$ cat src/rtl/z80_alu.sv
// Z80 8-bit ALU with registered result and flag outputs (1-cycle latency).
// Undocumented X/Y flag generation is enabled by defining Z80_ALU_UNDOC_XY_EN.
module z80_alu (
    input  logic       clk,
    input  logic       reset,
    input  logic       arith16,
    input  logic       z16,
    input  logic       alu_cpi,
    input  logic [3:0] alu_op,
    input  logic [5:0] ir,
    input  logic [1:0] iset,
    input  logic [7:0] busa,
    input  logic [7:0] busb,
    input  logic [7:0] f_in,
    output logic [7:0] q,
    output logic [7:0] f_out
);

    localparam logic [3:0] OpAdd = 4'd0;
    localparam logic [3:0] OpAdc = 4'd1;
    localparam logic [3:0] OpSub = 4'd2;
    localparam logic [3:0] OpSbc = 4'd3;
    localparam logic [3:0] OpAnd = 4'd4;
    localparam logic [3:0] OpXor = 4'd5;
    localparam logic [3:0] OpOr  = 4'd6;
    localparam logic [3:0] OpCp  = 4'd7;
    localparam logic [3:0] OpRot = 4'd8;
    localparam logic [3:0] OpBit = 4'd9;
    localparam logic [3:0] OpSet = 4'd10;
    localparam logic [3:0] OpRes = 4'd11;
    localparam logic [3:0] OpDaa = 4'd12;
    localparam logic [3:0] OpRld = 4'd13;
    localparam logic [3:0] OpRrd = 4'd14;

    localparam int unsigned FlagS  = 7;
    localparam int unsigned FlagZ  = 6;
    localparam int unsigned FlagY  = 5;
    localparam int unsigned FlagH  = 4;
    localparam int unsigned FlagX  = 3;
    localparam int unsigned FlagPV = 2;
    localparam int unsigned FlagN  = 1;
    localparam int unsigned FlagC  = 0;

    logic       sub;
    logic       c0;
    logic [8:0] add_sum;
    logic [4:0] add_half;
    logic       add_ovf;
    logic [7:0] cpi_t;
    logic [7:0] logic_res;
    logic [7:0] rot_res;
    logic       rot_c;
    logic [2:0] bit_n;
    logic [7:0] bit_mask;
    logic       daa_lo;
    logic       daa_hi;
    logic [7:0] daa_corr;
    logic [7:0] daa_res;
    logic [7:0] res_d;
    logic [7:0] flag_raw;
    logic [7:0] flag_d;
    logic       unused_ir_lo;

    assign unused_ir_lo = ^ir[2:0];

    // Shared adder for ADD/ADC/SUB/SBC/CP; bit 8 is carry or borrow.
    assign sub = alu_op[1];
    assign c0  = ((alu_op == OpAdc) || (alu_op == OpSbc)) ? f_in[FlagC] : 1'b0;

    assign add_sum  = sub ? ({1'b0, busa} - {1'b0, busb} - {8'b0, c0})
                          : ({1'b0, busa} + {1'b0, busb} + {8'b0, c0});
    assign add_half = sub ? ({1'b0, busa[3:0]} - {1'b0, busb[3:0]} - {4'b0, c0})
                          : ({1'b0, busa[3:0]} + {1'b0, busb[3:0]} + {4'b0, c0});
    assign add_ovf  = sub ? ((busa[7] ^ busb[7]) & (add_sum[7] ^ busa[7]))
                          : (~(busa[7] ^ busb[7]) & (add_sum[7] ^ busa[7]));
    assign cpi_t    = add_sum[7:0] - {7'b0, add_half[4]};

    assign logic_res = (alu_op == OpAnd) ? (busa & busb) :
                       (alu_op == OpXor) ? (busa ^ busb) : (busa | busb);

    assign bit_n    = ir[5:3];
    assign bit_mask = 8'd1 << bit_n;

    assign daa_lo   = (busa[3:0] > 4'd9) | f_in[FlagH];
    assign daa_hi   = busa > 8'h99;
    assign daa_corr = {1'b0, daa_hi | f_in[FlagC], daa_hi | f_in[FlagC], 2'b00,
                       daa_lo, daa_lo, 1'b0};
    assign daa_res  = f_in[FlagN] ? (busa - daa_corr) : (busa + daa_corr);

    always_comb begin
        rot_res = busa;
        rot_c   = 1'b0;
        case (ir[5:3])
            3'd0: begin rot_res = {busa[6:0], busa[7]};     rot_c = busa[7]; end
            3'd1: begin rot_res = {busa[0], busa[7:1]};     rot_c = busa[0]; end
            3'd2: begin rot_res = {busa[6:0], f_in[FlagC]}; rot_c = busa[7]; end
            3'd3: begin rot_res = {f_in[FlagC], busa[7:1]}; rot_c = busa[0]; end
            3'd4: begin rot_res = {busa[6:0], 1'b0};        rot_c = busa[7]; end
            3'd5: begin rot_res = {busa[7], busa[7:1]};     rot_c = busa[0]; end
            3'd6: begin rot_res = {busa[6:0], 1'b1};        rot_c = busa[7]; end
            3'd7: begin rot_res = {1'b0, busa[7:1]};        rot_c = busa[0]; end
        endcase
    end

    always_comb begin
        res_d    = 8'h00;
        flag_raw = f_in;
        case (alu_op)
            OpAdd, OpAdc, OpSub, OpSbc, OpCp: begin
                res_d            = add_sum[7:0];
                flag_raw[FlagC]  = add_sum[8];
                flag_raw[FlagH]  = add_half[4];
                flag_raw[FlagN]  = sub;
                if (!arith16) begin
                    flag_raw[FlagS]  = add_sum[7];
                    flag_raw[FlagZ]  = (add_sum[7:0] == 8'h00) & (~z16 | f_in[FlagZ]);
                    flag_raw[FlagPV] = add_ovf;
                end
                if (alu_op != OpCp) begin
                    flag_raw[FlagY] = add_sum[5];
                    flag_raw[FlagX] = add_sum[3];
                end else if (alu_cpi) begin
                    flag_raw[FlagY] = cpi_t[1];
                    flag_raw[FlagX] = cpi_t[3];
                end else begin
                    flag_raw[FlagY] = busb[5];
                    flag_raw[FlagX] = busb[3];
                end
            end
            OpAnd, OpXor, OpOr: begin
                res_d            = logic_res;
                flag_raw[FlagC]  = 1'b0;
                flag_raw[FlagN]  = 1'b0;
                flag_raw[FlagH]  = (alu_op == OpAnd);
                flag_raw[FlagS]  = res_d[7];
                flag_raw[FlagZ]  = (res_d == 8'h00);
                flag_raw[FlagY]  = res_d[5];
                flag_raw[FlagX]  = res_d[3];
                flag_raw[FlagPV] = ~^res_d;
            end
            OpRot: begin
                res_d           = rot_res;
                flag_raw[FlagC] = rot_c;
                flag_raw[FlagH] = 1'b0;
                flag_raw[FlagN] = 1'b0;
                flag_raw[FlagY] = res_d[5];
                flag_raw[FlagX] = res_d[3];
                // Unprefixed accumulator rotates leave S/Z/PV alone.
                if (iset != 2'b00) begin
                    flag_raw[FlagS]  = res_d[7];
                    flag_raw[FlagZ]  = (res_d == 8'h00);
                    flag_raw[FlagPV] = ~^res_d;
                end
            end
            OpBit: begin
                res_d            = busb & bit_mask;
                flag_raw[FlagZ]  = ~busb[bit_n];
                flag_raw[FlagPV] = ~busb[bit_n];
                flag_raw[FlagH]  = 1'b1;
                flag_raw[FlagN]  = 1'b0;
                flag_raw[FlagS]  = (bit_n == 3'd7) & busb[7];
                flag_raw[FlagY]  = busb[5];
                flag_raw[FlagX]  = busb[3];
            end
            OpSet: res_d = busb | bit_mask;
            OpRes: res_d = busb & ~bit_mask;
            OpDaa: begin
                res_d            = daa_res;
                flag_raw[FlagC]  = f_in[FlagC] | daa_hi;
                flag_raw[FlagH]  = f_in[FlagN] ? (f_in[FlagH] & (busa[3:0] < 4'd6))
                                               : (busa[3:0] > 4'd9);
                flag_raw[FlagS]  = res_d[7];
                flag_raw[FlagZ]  = (res_d == 8'h00);
                flag_raw[FlagY]  = res_d[5];
                flag_raw[FlagX]  = res_d[3];
                flag_raw[FlagPV] = ~^res_d;
            end
            OpRld, OpRrd: begin
                res_d            = (alu_op == OpRld) ? {busa[7:4], busb[7:4]}
                                                     : {busa[7:4], busb[3:0]};
                flag_raw[FlagH]  = 1'b0;
                flag_raw[FlagN]  = 1'b0;
                flag_raw[FlagS]  = res_d[7];
                flag_raw[FlagZ]  = (res_d == 8'h00);
                flag_raw[FlagY]  = res_d[5];
                flag_raw[FlagX]  = res_d[3];
                flag_raw[FlagPV] = ~^res_d;
            end
            default: ;
        endcase
    end

`ifdef Z80_ALU_UNDOC_XY_EN
    assign flag_d = flag_raw;
`else
    assign flag_d = {flag_raw[7:6], f_in[FlagY], flag_raw[4], f_in[FlagX], flag_raw[2:0]};
`endif

    always_ff @(posedge clk) begin
        if (reset) begin
            q     <= 8'h00;
            f_out <= 8'h00;
        end else begin
            q     <= res_d;
            f_out <= flag_d;
        end
    end

endmodule

$ cat config.mk
export PLATFORM = sky130hd
export DESIGN_NAME = z80_alu
export DESIGN_NICKNAME = d
export VERILOG_FILES = /design/src/rtl/z80_alu.sv
export SDC_FILE = /design/constraint.sdc
export NUM_CORES = 1
export LEC_CHECK = 0
export BUFFER_PORTS_ARGS = -buffer_cell sky130_fd_sc_hd__buf_4
export CORE_UTILIZATION = 40
export DETAILED_ROUTE_END_ITERATION = 8
export PLACE_DENSITY_LB_ADDON = 0.08
export SYNTH_ARGS = -nofsm -noshare
export SYNTH_HDL_FRONTEND = slang
export SYNTH_SLANG_ARGS = --single-unit
$ cat constraint.sdc
create_clock -name clk -period 5.4 [get_ports clk]
set_input_delay 0.27 -clock clk [delete_from_list [all_inputs] [get_ports clk]]
set_output_delay 0.27 -clock clk [all_outputs]
set_load 0.03 [all_outputs]
==> out/qor.yml, run 1 <==
placed_design:
  dp_hpwl_um: 10500
  routabilityCongestion: 0.9386
  numPortBuffers: 52
worst_hold_path:
  worst_hold_path_type: "input port to flip-flop"
  hold_path_cells: 2
floorplanning:
  initial_utilization: 0.4173
  design.core.area_um2: 8848
  die_x_um: 98.08
  fp-row-count: 34
  chipHeight_um: 98.08
  area_of_the_die_um2: 9619
  io-pin-count: 57
drt:
  antenna_left: 0
  routed-via-count: 3917
  drt_iter0_drcs: 415
  drc_errors: 5
  detail_route.vias_per_cell: 6.188
  detailed_routing_iteration_count_for_the_pre_antenna_repair_pass: 7
  post_drt_wl_per_cell_um: 20.84
  drt_wl_total_um: 13190
timing:
  worst-slew-pin-transition_ns: 0.7570
  fmax_ghz: 0.2484
  totalNegativeSetupSlack_ns: 0
  min_period_over_period: 0.7456
  final-max-slew-violation-count: 0
  setup_repair_after_global_routing_missed_its_margin: "false"
  setup_viol: 0
  slew_headroom: 0.4919
  timing.final.crit_period_ns: 4.026
  finalHoldViolations: 0
synthesis:
  ys_seq_elements: 16
  postSynthCellCount: 488
  post_synth_instance_area_um2: 3692
  post_synthesis_net_count: 591
  synth_area_per_cell_um2: 7.566
  post_synth_num_cell_types: 72
  synthDominantAreaCellType: "sky130_fd_sc_hd__ha_1"
  synth_top_area_frac: 0.1932
  synth.yosys.seq_area_share: 0.08675
  synthTopCellsByArea: "sky130_fd_sc_hd__ha_1 (19%), sky130_fd_sc_hd__dfxtp_1 (8.7%), sky130_fd_sc_hd__nor2_1 (5.4%)"
  post-synth-top-count-cell: "sky130_fd_sc_hd__ha_1"
  synth_edf_count: 0
  netlist_top_cells_count: "sky130_fd_sc_hd__ha_1 (57), sky130_fd_sc_hd__nor2_1 (53), sky130_fd_sc_hd__inv_1 (37), sky130_fd_sc_hd__a21oi_1 (31), sky130_fd_sc_hd__nand2_1 (30)"
  synth_async_sr_flop_share: 0
  synth_flop_cell: "sky130_fd_sc_hd__dfxtp_1"
  synth-warning-count: 0
cts:
  post-cts-setup-buffers: 0
  cts_buffers: 3
  cts_tree: "done"
  post_cts_resized: 0
  numClockSinks: 16
  cts_hold_buf: 0
  cts_buffer_depth: 2
  h_tree_depth: 1
  root_buffer: "sky130_fd_sc_hd__clkbuf_8"
  cts.reportedPaths.clkPinSlew_ns: 0.06
power:
  total_switching_power_mw: 0.3371
  power_leakage_nw: 1.895
  post-layout-total-power_mw: 0.7263
  p_int_mw: 0.3892
  sequentialPowerShare: 0.183
  ir_drop_mv: 0.07548
  swShare: 0.4641
  p_comb_frac: 0.670
  power.clock.fraction: 0.148
  power_density_nw_per_um2: 174.4
worst_setup_path:
  critical_path.endpoint: "f_out[2]"
  critPathSlowestCell: "sky130_fd_sc_hd__ha_1"
  slowest_delay_ns: 0.34
  timing.critical_path.fanout_max: 7
  cp.required_ns: 5.54
  end_kind: "flip-flop"
  crit_path_start: "busa[6]"
  crit_chain: "buf_4 > inv_1 > ha_1 > and3_1 > a21oi_1 > a211oi_1 > buf_4 > ha_1 > inv_1 > o21ai_0 > ha_1 > o21a_1 > o31a_1 > nor3_1 > o2bb2ai_1 > ha_1 > xor2_1 > xnor2_1 > a22oi_1 > nand4_1 > a211oi_1 > a21oi_1"
  worst-endpoint-arrival_ns: 4.16
  worst-setup-path-type: "input port to flip-flop"
  worst_setup_path_start_kind: "input port"
  cp_common_cell: "sky130_fd_sc_hd__ha_1"
cells_and_area:
  area_taken_by_multi_input_logic_gates_um2: 3118
  layout-drive-gt1-share: 0.1448
  regArea_um2: 320.3
  layout-area-overhead-vs-synth_pct: 12.81
  filler_cell_count: 956
  fin_nets: 629
  insertedDiodeCount: 0
run:
  drv.max_cap_violation_count: 0
run_status:
  outcome: "complete, but fails checks"
  failing_checks: "design-rule violations"
global_routing:
  grt_pass1_wl_um: 21110
  global_route.overflow_total: 0
  track_usage: 0.2829
  grt_pass1_vias: 3829
  pin_count_of_the_biggest_net_entering_global_routing: 36
  grt_antenna_before_repair: 0
power groups by stage:
stage	Sequential, mW	Clock [mW]	Combinational (mW)
3_3_place_gp	0.135	0	0.472
4_1_cts	0.133	0.109	0.479
2_1_floorplan	0.159	0	0.308
3_5_place_dp	0.135	0	0.476
6_report	0.133	0.107	0.487
5_1_grt	0.134	0.116	0.536
placed cells by master (no fill, tap or decap), types with 4 or more instances in the layout:
cell type and instances:
sky130_fd_sc_hd__buf_4 53, sky130_fd_sc_hd__a21o_1 7, sky130_fd_sc_hd__mux2i_1 17, sky130_fd_sc_hd__nand2_1 30, sky130_fd_sc_hd__nor2_1 53, sky130_fd_sc_hd__ha_1 57, sky130_fd_sc_hd__nor2b_1 9, sky130_fd_sc_hd__o211ai_1 7
sky130_fd_sc_hd__a221oi_1 5, sky130_fd_sc_hd__inv_1 37, sky130_fd_sc_hd__xor2_1 10, sky130_fd_sc_hd__o21ai_0 25, sky130_fd_sc_hd__fa_1 5, sky130_fd_sc_hd__nand3_1 10, sky130_fd_sc_hd__o221ai_1 4, sky130_fd_sc_hd__o21a_1 8
sky130_fd_sc_hd__nor3_1 8, sky130_fd_sc_hd__a31oi_1 9, sky130_fd_sc_hd__xnor2_1 18, sky130_fd_sc_hd__a211oi_1 10, sky130_fd_sc_hd__clkbuf_8 4, sky130_fd_sc_hd__or3_1 6, sky130_fd_sc_hd__dfxtp_1 16, sky130_fd_sc_hd__a21oi_1 31
sky130_fd_sc_hd__and3_1 4, sky130_fd_sc_hd__nand2b_1 10, sky130_fd_sc_hd__o22ai_1 7, sky130_fd_sc_hd__nand4_1 5
how the worst min path moves through the flow:
stage / startpoint / to / slack [ns]
after floorplan: reset / f_out[3] / 0.34
after global placement: f_in[3] / f_out[3] / 0.49
after detailed placement: reset / f_out[1] / 0.50
after CTS: reset / f_out[1] / 0.23
after global routing: reset / f_out[1] / 0.23
final: reset / f_out[1] / 0.23
per-layer routing:
layer	share of wire	track usage	wire, um
met1	0.45	0.3958	5929
met2	0.45	0.4605	5967
met4	0.029	0.09207	379
met3	0.070	0.01933	917
met5	0	0	0
cells by family after synthesis:
family,after synthesis,synth area share
multiplexers,20,0.06133
XOR/XNOR,28,0.06642
adder cells (fa/ha/maj),62,0.2203
AO/OA/AOI/OAI,148,0.2796
buffers and inverters,57,0.06879
AND/OR/NAND/NOR,157,0.2169
flip-flops,16,0.08675
flip-flops by register name, indices dropped and copies added (netlist names):
| signal | cells |
|---|---|
| f_out | 8 |
| q | 8 |
worst max-delay path: cells and delay by family:
family | cells | cell delay [ns]
buffers and inverters | 4 | 0.55
adder cells (fa/ha/maj) | 4 | 1.06
XOR/XNOR | 2 | 0.32
AO/OA/AOI/OAI | 9 | 1.56
AND/OR/NAND/NOR | 3 | 0.41
cell type report:
class / instances / area share
Multi-Input combinational cell: 415 / 0.7486
Timing Repair Buffer: 53 / 0.09552
Sequential cell: 16 / 0.07690
Inverter: 37 / 0.03334
Tap cell: 108 / 0.03244
Clock buffer: 4 / 0.01322
per-stage QoR:
step / utilization / instances / hold WS, ns / instance area, um^2 / worst slack (ns)
6_report: 0.4707 / 633 / 0.2320 / 4165 / 1.374
5_1_grt: 0.4707 / 633 / 0.2340 / 4165 / 1.057
2_1_floorplan: - / 488 / 0.3416 / 3692 / 1.837
4_1_cts: 0.4707 / 633 / 0.2306 / 4165 / 1.439
3_3_place_gp: 0.4645 / 629 / 0.4895 / 4110 / 1.252
3_5_place_dp: 0.4645 / 629 / 0.5003 / 4110 / 1.174
(Power assumes the default switching activity.)
==> run 2, diff against run 1 <==
==> constraint.sdc (replaced) <==
create_clock -name clk -period 3.6 [get_ports clk]
set_input_delay 0.18 -clock clk [delete_from_list [all_inputs] [get_ports clk]]
set_output_delay 0.18 -clock clk [all_outputs]
set_load 0.03 [all_outputs]
==> out/qor.yml, run 2 (synthesis results as in run 1) <==
cts:
  cts_tree: "done"
  h_tree_depth: 1
  cts_hold_buf: 0
  cts_buffers: 3
  numClockSinks: 16
  cts.reportedPaths.clkPinSlew_ns: 0.06
  root_buffer: "sky130_fd_sc_hd__clkbuf_8"
  cts_buffer_depth: 2
worst_setup_path:
  crit_chain: "buf_4 > inv_2 > ha_2 > and3_4 > a21oi_1 > a211oi_2 > ha_1 > inv_1 > o21ai_1 > ha_1 > o21a_1 > o31a_1 > nor3_1 > o2bb2ai_1 > ha_1 > xor2_1 > xnor2_1 > a22oi_1 > nand4_1 > a211oi_2 > a21oi_1"
  cp.required_ns: 3.74
  worst-setup-path-type: "input port to flip-flop"
  timing.critical_path.fanout_max: 3
  worst_setup_path_start_kind: "input port"
  cp_common_cell: "sky130_fd_sc_hd__ha_1"
  timing.critical_path.buf_inv: 3
  path_depth: 21
  slowest_delay_ns: 0.34
  end_kind: "flip-flop"
  critPathSlowestCell: "sky130_fd_sc_hd__ha_1"
  critPathTopFamily: "compound AO/OA/AOI/OAI gates"
  worst-endpoint-arrival_ns: 3.55
cells_and_area:
  layout-drive-gt1-share: 0.2015
  largest_registers: "f_out x8, q x8"
  layout-area-overhead-vs-synth_pct: 18.91
  insertedDiodeCount: 0
  most-common-layout-cells: "sky130_fd_sc_hd__buf_4 (79), sky130_fd_sc_hd__ha_1 (55), sky130_fd_sc_hd__nor2_1 (53)"
  fin_nets: 655
  layout.cells.most_common: "sky130_fd_sc_hd__buf_4"
  final_cell_area_um2: 4390
global_routing:
  grt_pass1_wl_um: 21270
  track_usage: 0.2837
  global_route.overflow_total: 0
  grt_pass1_vias: 3870
  pin_count_of_the_biggest_net_entering_global_routing: 23
  grt_antenna_before_repair: 0
drt:
  post_drt_wl_per_cell_um: 20.45
  detailed_routing_iteration_count_for_the_pre_antenna_repair_pass: 7
  antenna_left: 0
  drc_errors: 5
  drt_iter0_drcs: 334
  drt_wl_total_um: 13480
  routed-via-count: 3977
  detail_route.vias_per_cell: 6.035
placed_design:
  numPortBuffers: 52
  routabilityCongestion: 0.9856
  post_dp_cell_area_um2: 4298
  post-place-ws_ns: -0.2456
  dp_hpwl_um: 11040
power:
  power_density_nw_per_um2: 259.0
  power.clock.fraction: 0.142
  p_int_mw: 0.6141
  power_leakage_nw: 2.014
  total_switching_power_mw: 0.5229
  ir_drop_mv: 0.1034
  swShare: 0.4599
  p_comb_frac: 0.683
  sequentialPowerShare: 0.175
timing:
  totalNegativeSetupSlack_ns: 0
  min_period_over_period: 0.9475
  slew_headroom: 0.5024
  setup_repair_after_global_routing_missed_its_margin: "false"
  final-max-slew-violation-count: 0
  fmax_ghz: 0.2932
  timing.final.crit_period_ns: 3.411
  final_worst_path_setup_slack_ns: 0.1890
  finalHoldViolations: 0
  setup_viol: 0
  worst-slew-pin-transition_ns: 0.7464
  hold_worst_slack_ns: 0.1330
run:
  drv.max_cap_violation_count: 0
run_status:
  outcome: "complete, but fails checks"
  failing_checks: "design-rule violations"
worst_hold_path:
  worst_hold_path_type: "input port to flip-flop"
  hold_path_cells: 2
floorplanning:
  io-pin-count: 57
  chipHeight_um: 98.08
  area_of_the_die_um2: 9619
  fp-row-count: 34
  die_x_um: 98.08
  initial_utilization: 0.4173
  design.core.area_um2: 8848
-- run 2: final timing paths --
kind                    start        to  slack, ns
worst max-delay path  busa[5]  f_out[2]       0.19
worst min-delay path  f_in[5]  f_out[5]       0.13
-- run 2: what timing repair did --
item	4_1_cts	5_1_grt
resized for setup	0	10
endpoints found under the hold margin	0	0
setup endpoints to repair	0	1
buffers inserted	0	1
-- run 2: area by class of cell --
| cell class | instances | area [um^2] |
|---|---|---|
| tap | 108 | 135.1 |
| inverter | 37 | 138.9 |
| clock buffer | 4 | 55.05 |
| timing repair buffer | 79 | 593.1 |
| sequential | 16 | 320.3 |
| multi-input combinational | 415 | 3148 |
| fill | 903 | 4458 |
-- run 2: power by group through the flow --
stage	clock (mW)	combinational [mW]	sequential [mW]
5_1_grt	0.175	0.846	0.200
4_1_cts	0.166	0.755	0.199
2_1_floorplan	0	0.462	0.238
3_3_place_gp	0	0.744	0.203
3_5_place_dp	0	0.751	0.203
6_report	0.162	0.777	0.199
-- run 2: metal layers --
layer / up-vias / global-route usage / part of all wire
li1: 1915 / - / -
met1: 1842 / 0.3756 / 0.44
met2: 188 / 0.4664 / 0.45
met3: 32 / 0.04581 / 0.082
met4: 0 / 0.09674 / 0.030
met5: - / 0 / 0
-- run 2: stage by stage --
step	utilization	instances	total power, mW
after global placement	0.4857	654	0.9470
final	0.4962	659	1.137
after floorplan	-	488	0.7006
after detailed placement	0.4857	654	0.9534
after global routing	0.4962	659	1.220
after CTS	0.4919	658	1.119
==> run 3, diff against run 2 <==
--- a/config.mk
+++ b/config.mk
@@ -8,7 +8,8 @@
 export BUFFER_PORTS_ARGS = -buffer_cell sky130_fd_sc_hd__buf_4
 export CORE_UTILIZATION = 40
 export DETAILED_ROUTE_END_ITERATION = 8
-export PLACE_DENSITY_LB_ADDON = 0.08
+export GPL_ROUTABILITY_DRIVEN = 0
+export PLACE_DENSITY = 0.73
 export SYNTH_ARGS = -nofsm -noshare
 export SYNTH_HDL_FRONTEND = slang
 export SYNTH_SLANG_ARGS = --single-unit
==> out/qor.yml, run 3 (synthesis results as in run 1) <==
cts:
  cts_buffer_depth: 2
  cts.reportedPaths.clkPinSlew_ns: 0.06
  cts_tree: "done"
  post-cts-setup-buffers: 0
  numClockSinks: 16
  cts_buffers: 3
  root_buffer: "sky130_fd_sc_hd__clkbuf_8"
  h_tree_depth: 1
drt:
  drc_errors: 8
  detail_route.vias_per_cell: 6.297
  drt_iter0_drcs: 391
  drt_wl_total_um: 12660
  post_drt_wl_per_cell_um: 19.36
  antenna_left: 0
  routed-via-count: 4118
  detailed_routing_iteration_count_for_the_pre_antenna_repair_pass: 9
cells_and_area:
  layout.cells.most_common: "sky130_fd_sc_hd__buf_4"
  regArea_um2: 320.3
  final_cell_area_um2: 4382
  largest_registers: "f_out x8, q x8"
  fin_nets: 650
  area_taken_by_multi_input_logic_gates_um2: 3177
  layout-area-overhead-vs-synth_pct: 18.67
  most-common-layout-cells: "sky130_fd_sc_hd__buf_4 (74), sky130_fd_sc_hd__ha_1 (56), sky130_fd_sc_hd__nor2_1 (53)"
  insertedDiodeCount: 0
  filler_cell_count: 863
  layout-drive-gt1-share: 0.1996
placed_design:
  numPortBuffers: 52
  post_dp_cell_area_um2: 4268
  dp_hpwl_um: 10180
worst_setup_path:
  worst-setup-path-type: "input port to flip-flop"
  cp.required_ns: 3.74
  end_kind: "flip-flop"
  worst_setup_path_start_kind: "input port"
  worst-endpoint-arrival_ns: 3.64
  timing.critical_path.fanout_max: 3
worst_hold_path:
  hp-start: "reset"
  worst_hold_path_type: "input port to flip-flop"
  worstHoldEndpoint: "f_out[3]"
  hold_path_cells: 2
timing:
  finalHoldViolations: 0
  worst-slew-pin-transition_ns: 0.6833
  timing.final.crit_period_ns: 3.500
  totalNegativeSetupSlack_ns: 0
  min_period_over_period: 0.9723
  setup_viol: 0
  fmax_ghz: 0.2857
  final-max-slew-violation-count: 0
  slew_headroom: 0.5414
run:
  drv.max_cap_violation_count: 0
global_routing:
  track_usage: 0.2600
  global_route.overflow_total: 0
  grt_pass1_wl_um: 19890
  grt_antenna_before_repair: 0
  grt_pass1_vias: 3951
  pin_count_of_the_biggest_net_entering_global_routing: 36
power:
  post-layout-total-power_mw: 1.146
  ir_drop_mv: 0.1207
  power_density_nw_per_um2: 261.6
  power_leakage_nw: 2.002
floorplanning:
  chipHeight_um: 98.08
  initial_utilization: 0.4173
  fp-row-count: 34
  area_of_the_die_um2: 9619
  io-pin-count: 57
  die_x_um: 98.08
  design.core.area_um2: 8848
run_status:
  outcome: "complete, but fails checks"
  failing_checks: "design-rule violations"
[run 3: area by class of cell]
type,count,share of cell area
Clock buffer,4,0.01256
Inverter,37,0.03170
Multi-Input combinational cell,415,0.7250
Sequential cell,16,0.07310
Tap cell,108,0.03084
Timing Repair Buffer,74,0.1268
[run 3: per-stage QoR]
step | utilization | worst slack (ns) | hold slack [ns] | instances
global route | 0.4952 | -0.04587 | 0.1436 | 654
floorplan | - | 0.1275 | 0.2516 | 488
detailed placement | 0.4823 | -0.2445 | 0.4076 | 650
global placement | 0.4823 | -0.1204 | 0.3981 | 650
CTS | 0.4885 | 0.005930 | 0.1428 | 654
finish | 0.4952 | 0.09980 | 0.1512 | 654
[run 3: worst max-delay path by stage]
stage | slack, ns | from | endpoint
2_1_floorplan | 0.13 | busa[6] | f_out[2]
3_3_place_gp | -0.12 | busa[6] | f_out[2]
3_5_place_dp | -0.24 | busa[6] | f_out[2]
4_1_cts | 0.006 | busa[6] | f_out[2]
5_1_grt | -0.05 | busa[5] | f_out[2]
6_report | 0.1 | busa[6] | f_out[2]
[run 3: critical path: stages]
cell	delay [ns]
sky130_fd_sc_hd__buf_4	0.12
sky130_fd_sc_hd__inv_2	0.05
sky130_fd_sc_hd__ha_2	0.17
sky130_fd_sc_hd__and3_4	0.20
sky130_fd_sc_hd__a21oi_1	0.08
sky130_fd_sc_hd__a211oi_2	0.21
sky130_fd_sc_hd__ha_1	0.27
sky130_fd_sc_hd__inv_1	0.05
sky130_fd_sc_hd__o21ai_1	0.07
sky130_fd_sc_hd__ha_1	0.35
sky130_fd_sc_hd__o21a_1	0.14
sky130_fd_sc_hd__o31a_1	0.21
sky130_fd_sc_hd__nand2_1	0.09
sky130_fd_sc_hd__o2bb2ai_2	0.13
sky130_fd_sc_hd__ha_1	0.33
sky130_fd_sc_hd__xor2_2	0.17
sky130_fd_sc_hd__xnor2_2	0.14
sky130_fd_sc_hd__a22oi_2	0.21
sky130_fd_sc_hd__nand4_1	0.19
sky130_fd_sc_hd__a211oi_2	0.18
sky130_fd_sc_hd__a21oi_1	0.08
[run 3: routing by layer]
layer  up-vias  global-route usage  wire length (um)
met4         0              0.1410               714
met3        65             0.03937              1299
met2       280              0.4122              5613
met5         -                   0                 0
met1      1873              0.3381              5034
li1       1900                   -                 -
[run 3: where the power goes]
part | switching (mW) | internal (mW) | leakage (nW)
logic | 0.457 | 0.335 | 1.84
clock network | 0.0584 | 0.0969 | 0.0288
registers | 0.00442 | 0.195 | 0.132
total | 0.520 | 0.626 | 2.00
[run 3: what timing repair did]
action / in CTS / in global routing
gates resized for setup: 0 / 13
endpoints found under the setup margin: 0 / 1
hold buffers: 0 / 0
endpoints found under the hold margin: 0 / 0
